===== config.mk =====
export PLATFORM = sky130hd
export DESIGN_NAME = shift_seq_ctrl
export DESIGN_NICKNAME = d
export VERILOG_FILES = /design/src/rtl/shift_seq_ctrl.sv
export SDC_FILE = /design/constraint.sdc
export NUM_CORES = 1
export LEC_CHECK = 0
export ABC_AREA = 0
export BUFFER_PORTS_ARGS = -buffer_cell sky130_fd_sc_hd__buf_4
export CELL_PAD_IN_SITES_DETAIL_PLACEMENT = 2
export CELL_PAD_IN_SITES_GLOBAL_PLACEMENT = 2
export CORE_UTILIZATION = 35
export DETAILED_ROUTE_END_ITERATION = 7
export MAX_ROUTING_LAYER = met4
export PLACE_DENSITY = 0.83
export SYNTH_ARGS = -nofsm -noshare
export SYNTH_HDL_FRONTEND = slang
export SYNTH_SLANG_ARGS = --single-unit
export TNS_END_PERCENT = 50

===== constraint.sdc =====
create_clock -name clk -period 4.8 [get_ports clk]
set_clock_uncertainty 0.05 [all_clocks]
set_input_delay 1.44 -clock clk [delete_from_list [all_inputs] [get_ports clk]]
set_output_delay 1.44 -clock clk [all_outputs]
set_load 0.02 [all_outputs]

===== src/rtl/shift_seq_ctrl.sv =====
// Load/shift sequencer: accepts one word per handshake, pulses ld, then issues
// WIDTH sh pulses spaced div+1 clocks apart and returns the shifted-in word.
module shift_seq_ctrl #(
  parameter int WIDTH = 8,
  parameter int DIV_W = 8,
  parameter int CNT_W = 4
) (
  input  logic             clk,
  input  logic             rst_n,
  input  logic             start_valid,
  output logic             start_ready,
  input  logic [WIDTH-1:0] tx_data,
  input  logic [DIV_W-1:0] div,
  input  logic             abort,
  output logic [WIDTH-1:0] pin,
  output logic             ld,
  output logic             sh,
  input  logic [WIDTH-1:0] pout_in,
  output logic [WIDTH-1:0] rx_data,
  output logic             rx_valid,
  output logic             busy,
  output logic [CNT_W-1:0] bit_cnt
);

  typedef enum logic [2:0] {IDLE, LOAD, WAIT, SHIFT, DONE} state_t;

  localparam logic [CNT_W-1:0] LAST_BIT = CNT_W'(WIDTH - 1);

  state_t           state;
  logic [DIV_W-1:0] div_lat;
  logic [DIV_W-1:0] div_cnt;

  // Strobes come straight off the state register so they are glitch-free and
  // drop the instant reset forces IDLE.
  assign ld          = (state == LOAD);
  assign sh          = (state == SHIFT);
  assign busy        = (state != IDLE);
  assign start_ready = (state == IDLE) && !abort;

  always_ff @(posedge clk or negedge rst_n) begin
    if (!rst_n) begin
      state    <= IDLE;
      pin      <= '0;
      rx_data  <= '0;
      rx_valid <= 1'b0;
      bit_cnt  <= '0;
      div_lat  <= '0;
      div_cnt  <= '0;
    end else begin
      rx_valid <= 1'b0;
      case (state)
        IDLE: begin
          if (start_valid && start_ready) begin
            pin     <= tx_data;
            div_lat <= div;
            bit_cnt <= '0;
            state   <= LOAD;
          end
        end
        LOAD: begin
          if (abort)                state <= IDLE;
          else if (div_lat == '0)   state <= SHIFT;
          else begin
            div_cnt <= div_lat - DIV_W'(1);
            state   <= WAIT;
          end
        end
        WAIT: begin
          if (abort)                state <= IDLE;
          else if (div_cnt == '0)   state <= SHIFT;
          else                      div_cnt <= div_cnt - DIV_W'(1);
        end
        SHIFT: begin
          // The pulse has already gone out this cycle, so it is counted even on abort.
          bit_cnt <= bit_cnt + CNT_W'(1);
          if (abort)                   state <= IDLE;
          else if (bit_cnt == LAST_BIT) state <= DONE;
          else if (div_lat == '0)      state <= SHIFT;
          else begin
            div_cnt <= div_lat - DIV_W'(1);
            state   <= WAIT;
          end
        end
        DONE: begin
          state <= IDLE;
          if (!abort) begin
            rx_data  <= pout_in;
            rx_valid <= 1'b1;
          end
        end
        default: state <= IDLE;
      endcase
    end
  end

endmodule

# Word-level counts from Yosys, hierarchy flattened
# Index checks and enable logic that the tools add are counted.
# word_totals
latch_bits	0
rom_bits	0
mem_bits_rw	0
n_memories	0
output_inout_bits	25
inputBits	28
register_bits	40
# classes
muxes	19
eq_ne	12
multipliers	0
n_shift	0
bitwise_logic	1
order_cmp	0
addsub	3
reduce_logical	14
div	0
# ops
operator	count
$mux W8	6
$pmux W8 S3	1
$logic_not A8 Y1	2
$sub A8 B1 Y8 const B	2
$mux W3	5
$pmux W3 S4	1
$ne A2 B2 Y1 const B	5
$pmux W4 S2	1
$reduce_and A2 Y1	4
$eq A3 B2 Y1 const B	2
$reduce_and A6 Y1	1
$reduce_bool A3 Y1	2
$add A4 B1 Y4 const B	1
$eq A4 B3 Y1 const B	1
$mux W4	1
$eq A3 B1 Y1 const B	1
$eq A3 B3 Y1 const B	1
$logic_not A3 Y1	1
$mux W1	3
$ne A3 B3 Y1 const B	1
$logic_and A1 B1 Y1	2
$mux W2	1
$ne A2 B1 Y1 const B	1
$reduce_bool A2 Y1	1
other kinds (2)	2

# Logic depth before layout (Yosys ltp)
# depth
depth_word	5
depth_mapped	8

# Worst setup path after synthesis
# OpenSTA, ideal clock, no wires.
# synth_timing
kind	input port to output port
startpoint	in abort
endpoint	out start_ready
t_required_ns	3.310
t_arrival_ns	1.985
setup_slack_ns	1.325
cell_stages	1
path_cell_list	nor3_1
# synth_between
elab_chain_len	2
# synth_lines
element	line	text
start, declared	14	input logic abort,
$logic_not A1 Y1	-	
$logic_and A1 B1 Y1	38	assign start_ready = (state == IDLE) && !abort;
end, declared	11	output logic start_ready,
# Every way passes these cells.

# Final worst setup path
# Ends and elaborated chain as after synthesis.

==> impl_metrics.ini <==
[floorplanning]
die_width_um = 76.8
die_y_um = 76.8
die_area_sq_um = 5900
start_util_pct = 37.4
rows = 26
ioPinCount = 53
core_sq_um = 5240

[synth]
synth_top_area_share_pct = 51.1
yosys.cell_count.top_type = dfrtp_1
synth_fa_ha_area_share_pct = 1.28
synthMuxAreaShare_pct = 15.9
synth_top_family_by_area = simple AND/OR/NAND/NOR gates
ys_seq_area_share_pct = 51.1
synth_nets = 207
synthArstFlopShare_pct = 100
synth_area_sq_um = 1960
yosys-top-cells-count = dfrtp_1 (40), mux2_2 (24), nor2_1 (12), nor3_1 (10)
synth_top_flop_cell = dfrtp_1
synth.distinct_cells = 46
yosysTopAreaCell = dfrtp_1
ys_top_cells_by_area = dfrtp_1 (51%), mux2_2 (14%), nor3_1 (2.6%)
syn_area_per_cell_sq_um = 11.1
synth-edff-count = 0
synth_warnings = 0
syn_inst = 177
synth-xor-area-share_pct = 0.895
synth_compound_area_share_pct = 11.1
synth_seq_cells = 40
yosys.area_share.simple_pct = 16.7

[finish]
areaGrowthSynthToFinish_pct = 27.1
diodes = 0
final_core_util_pct = 47.5
design_area_sq_um = 2490
fin_nets = 259
n_fill_cell = 549
drive_above_1_share_pct = 38.0

[drt]
wl_met2_um = 3160
met1Wirelength_um = 2480
route.met3.wl_um = 203
wl_um = 5930
viasPerCell = 5.62
drc = 0
ant_nets = 0
vias = 1681
routedWlPerCell_um = 19.8
highest_layer = met4
initialDrtViolationCount = 83
dr.pass1.iters = 4

[global_routing]
antenna_found_initial = 0
gr-total-overflow = 0
groute.usage.overall_pct = 22.1
grt_first_pass_wirelength_um = 9780
grt_max_degree = 41
grt_pass1_vias = 1881

[pwr]
pwr-share-clk_pct = 21.8
leakage_nw = 1.15
power.switching_mw = 0.371
switching_share_pct = 36.5
power.density_nw_per_um2 = 409
power_frac_comb_pct = 28.4
intPower_mw = 0.646
ir_drop_mv = 0.205
power_frac_seq_pct = 49.8

[clocking]
cts-root-buf = clkbuf_8
clkTransAtPathRegs_ps = 80
cts_hold_buf = 0
clock_latency_ps = 300
ctsResizeCount = 0
cts_sinks = 40
clockBufferDepth = 2
cts_tree = built
postCtsSetupRepairBufs = 0
h-tree-depth = 2
cts_buffers = 5

[timing]
fin_tns_setup_ps = 0
timing.fmax_ghz = 0.279
slew_viol_final = 0
hold_viol = 0
tightest_slew_ps = 821
rsz0062_at_grt = false
whs_ps = 466
fin_ws_ps = 1220
min_period_ps = 3580
slew_headroom_pct = 45.1
setup_viol = 0
fin_crit_sh_pct = 74.6

[setup_path]
regToRegSetupSlack_ps = 2390
required_ps = 3310
end_kind = output pin
r2r-start = state[0]
critPathLaunch = abort
endpoint = start_ready
worstRegToRegCells = 5
crit_type = in -> out
startpoint_type = input pin
timing.critical_path.arrival_ps = 2090
rr_endpoint = div_cnt[5]
crit_fanout = 5

[placed_design]
dp_hpwl_um = 4340
port_buffers = 52
place.gp.congestion = 0.805
dp_worst_setup_slack_ps = 1220
placed_area_sq_um = 2410

[worst_hold_path]
hp-class = reg -> reg

[status]
status = complete, no violations

[flow_run]
maxCapViolCount = 0
-- worst max-delay path: stages --
cell and delay [ps]:
buf_4 130, nor3_1 310, buf_4 210
-- per-stage QoR --
stage | cells | total power, mW
finish | 299 | 1.02
floorplan | 177 | 0.664
global placement | 292 | 0.761
global route | 299 | 1.07
detailed placement | 292 | 0.797
CTS | 299 | 1.02
-- power groups by stage --
| stage | Clock, mW | Sequential (mW) | Combinational (mW) |
|---|---|---|---|
| floorplan | 0 | 0.499 | 0.165 |
| global placement | 0 | 0.496 | 0.266 |
| detailed placement | 0 | 0.508 | 0.290 |
| CTS | 0.227 | 0.504 | 0.292 |
| global route | 0.240 | 0.516 | 0.312 |
| finish | 0.222 | 0.507 | 0.289 |
-- final cells by class --
cell class	count	area, sq um	share of cell area [%]
Clock inverter	2	12.5	0.503
Clock buffer	5	68.8	2.77
Sequential cell	40	1000	40.2
Inverter	4	15.0	0.603
Multi-Input combinational cell	124	898	36.1
Tap cell	70	87.6	3.52
Timing Repair Buffer	54	405	16.3
-- worst min-delay path by stage --
stage | slack, ps | startpoint | to | cells after the start
floorplan | 400 | div_cnt[7] | div_cnt[7] | 2
global placement | 420 | div_cnt[7] | div_cnt[7] | 2
detailed placement | 440 | div_cnt[7] | div_cnt[7] | 2
CTS | 460 | div_cnt[7] | div_cnt[7] | 2
global route | 490 | pin[1] | pin[1] | 1
finish | 470 | pin[1] | pin[1] | 1
-- registers in the layout, summed over array words and instances, names as in the netlist --
name / cells
pin: 8
div_cnt: 8
div_lat: 8
state: 3
bit_cnt: 4
rx_valid: 1
rx_data: 8
-- kinds of logic (layout without fill, tap and decap cells) --
group,Yosys count,in the layout
AND/OR/NAND/NOR,60,60
multiplexers,28,28
adder cells (fa/ha/maj),2,2
flip-flops,40,40
buffers and inverters,13,65
AO/OA/AOI/OAI,32,32
XOR/XNOR,2,2
-- layout by cell type (no fill, tap or decap), types with 4 or more instances in the layout --
| master | n |
|---|---|
| dfrtp_1 | 40 |
| a21oi_1 | 8 |
| mux2_2 | 24 |
| o21ai_0 | 4 |
| nor4_1 | 4 |
| nor3_1 | 10 |
| nor2_1 | 12 |
| buf_4 | 54 |
| nand2_1 | 8 |
| nor3b_1 | 4 |
| clkbuf_8 | 5 |
| nand3_1 | 6 |
| inv_1 | 4 |
-- routing by layer --
layer / vias to the layer above / global-route usage, %
li1: 758 / -
met1: 872 / 24.9
met2: 43 / 38.8
met3: 8 / 4.29
met4: 0 / 7.69
met5: - / -
No activity file was read; power rests on OpenSTA's default activity.
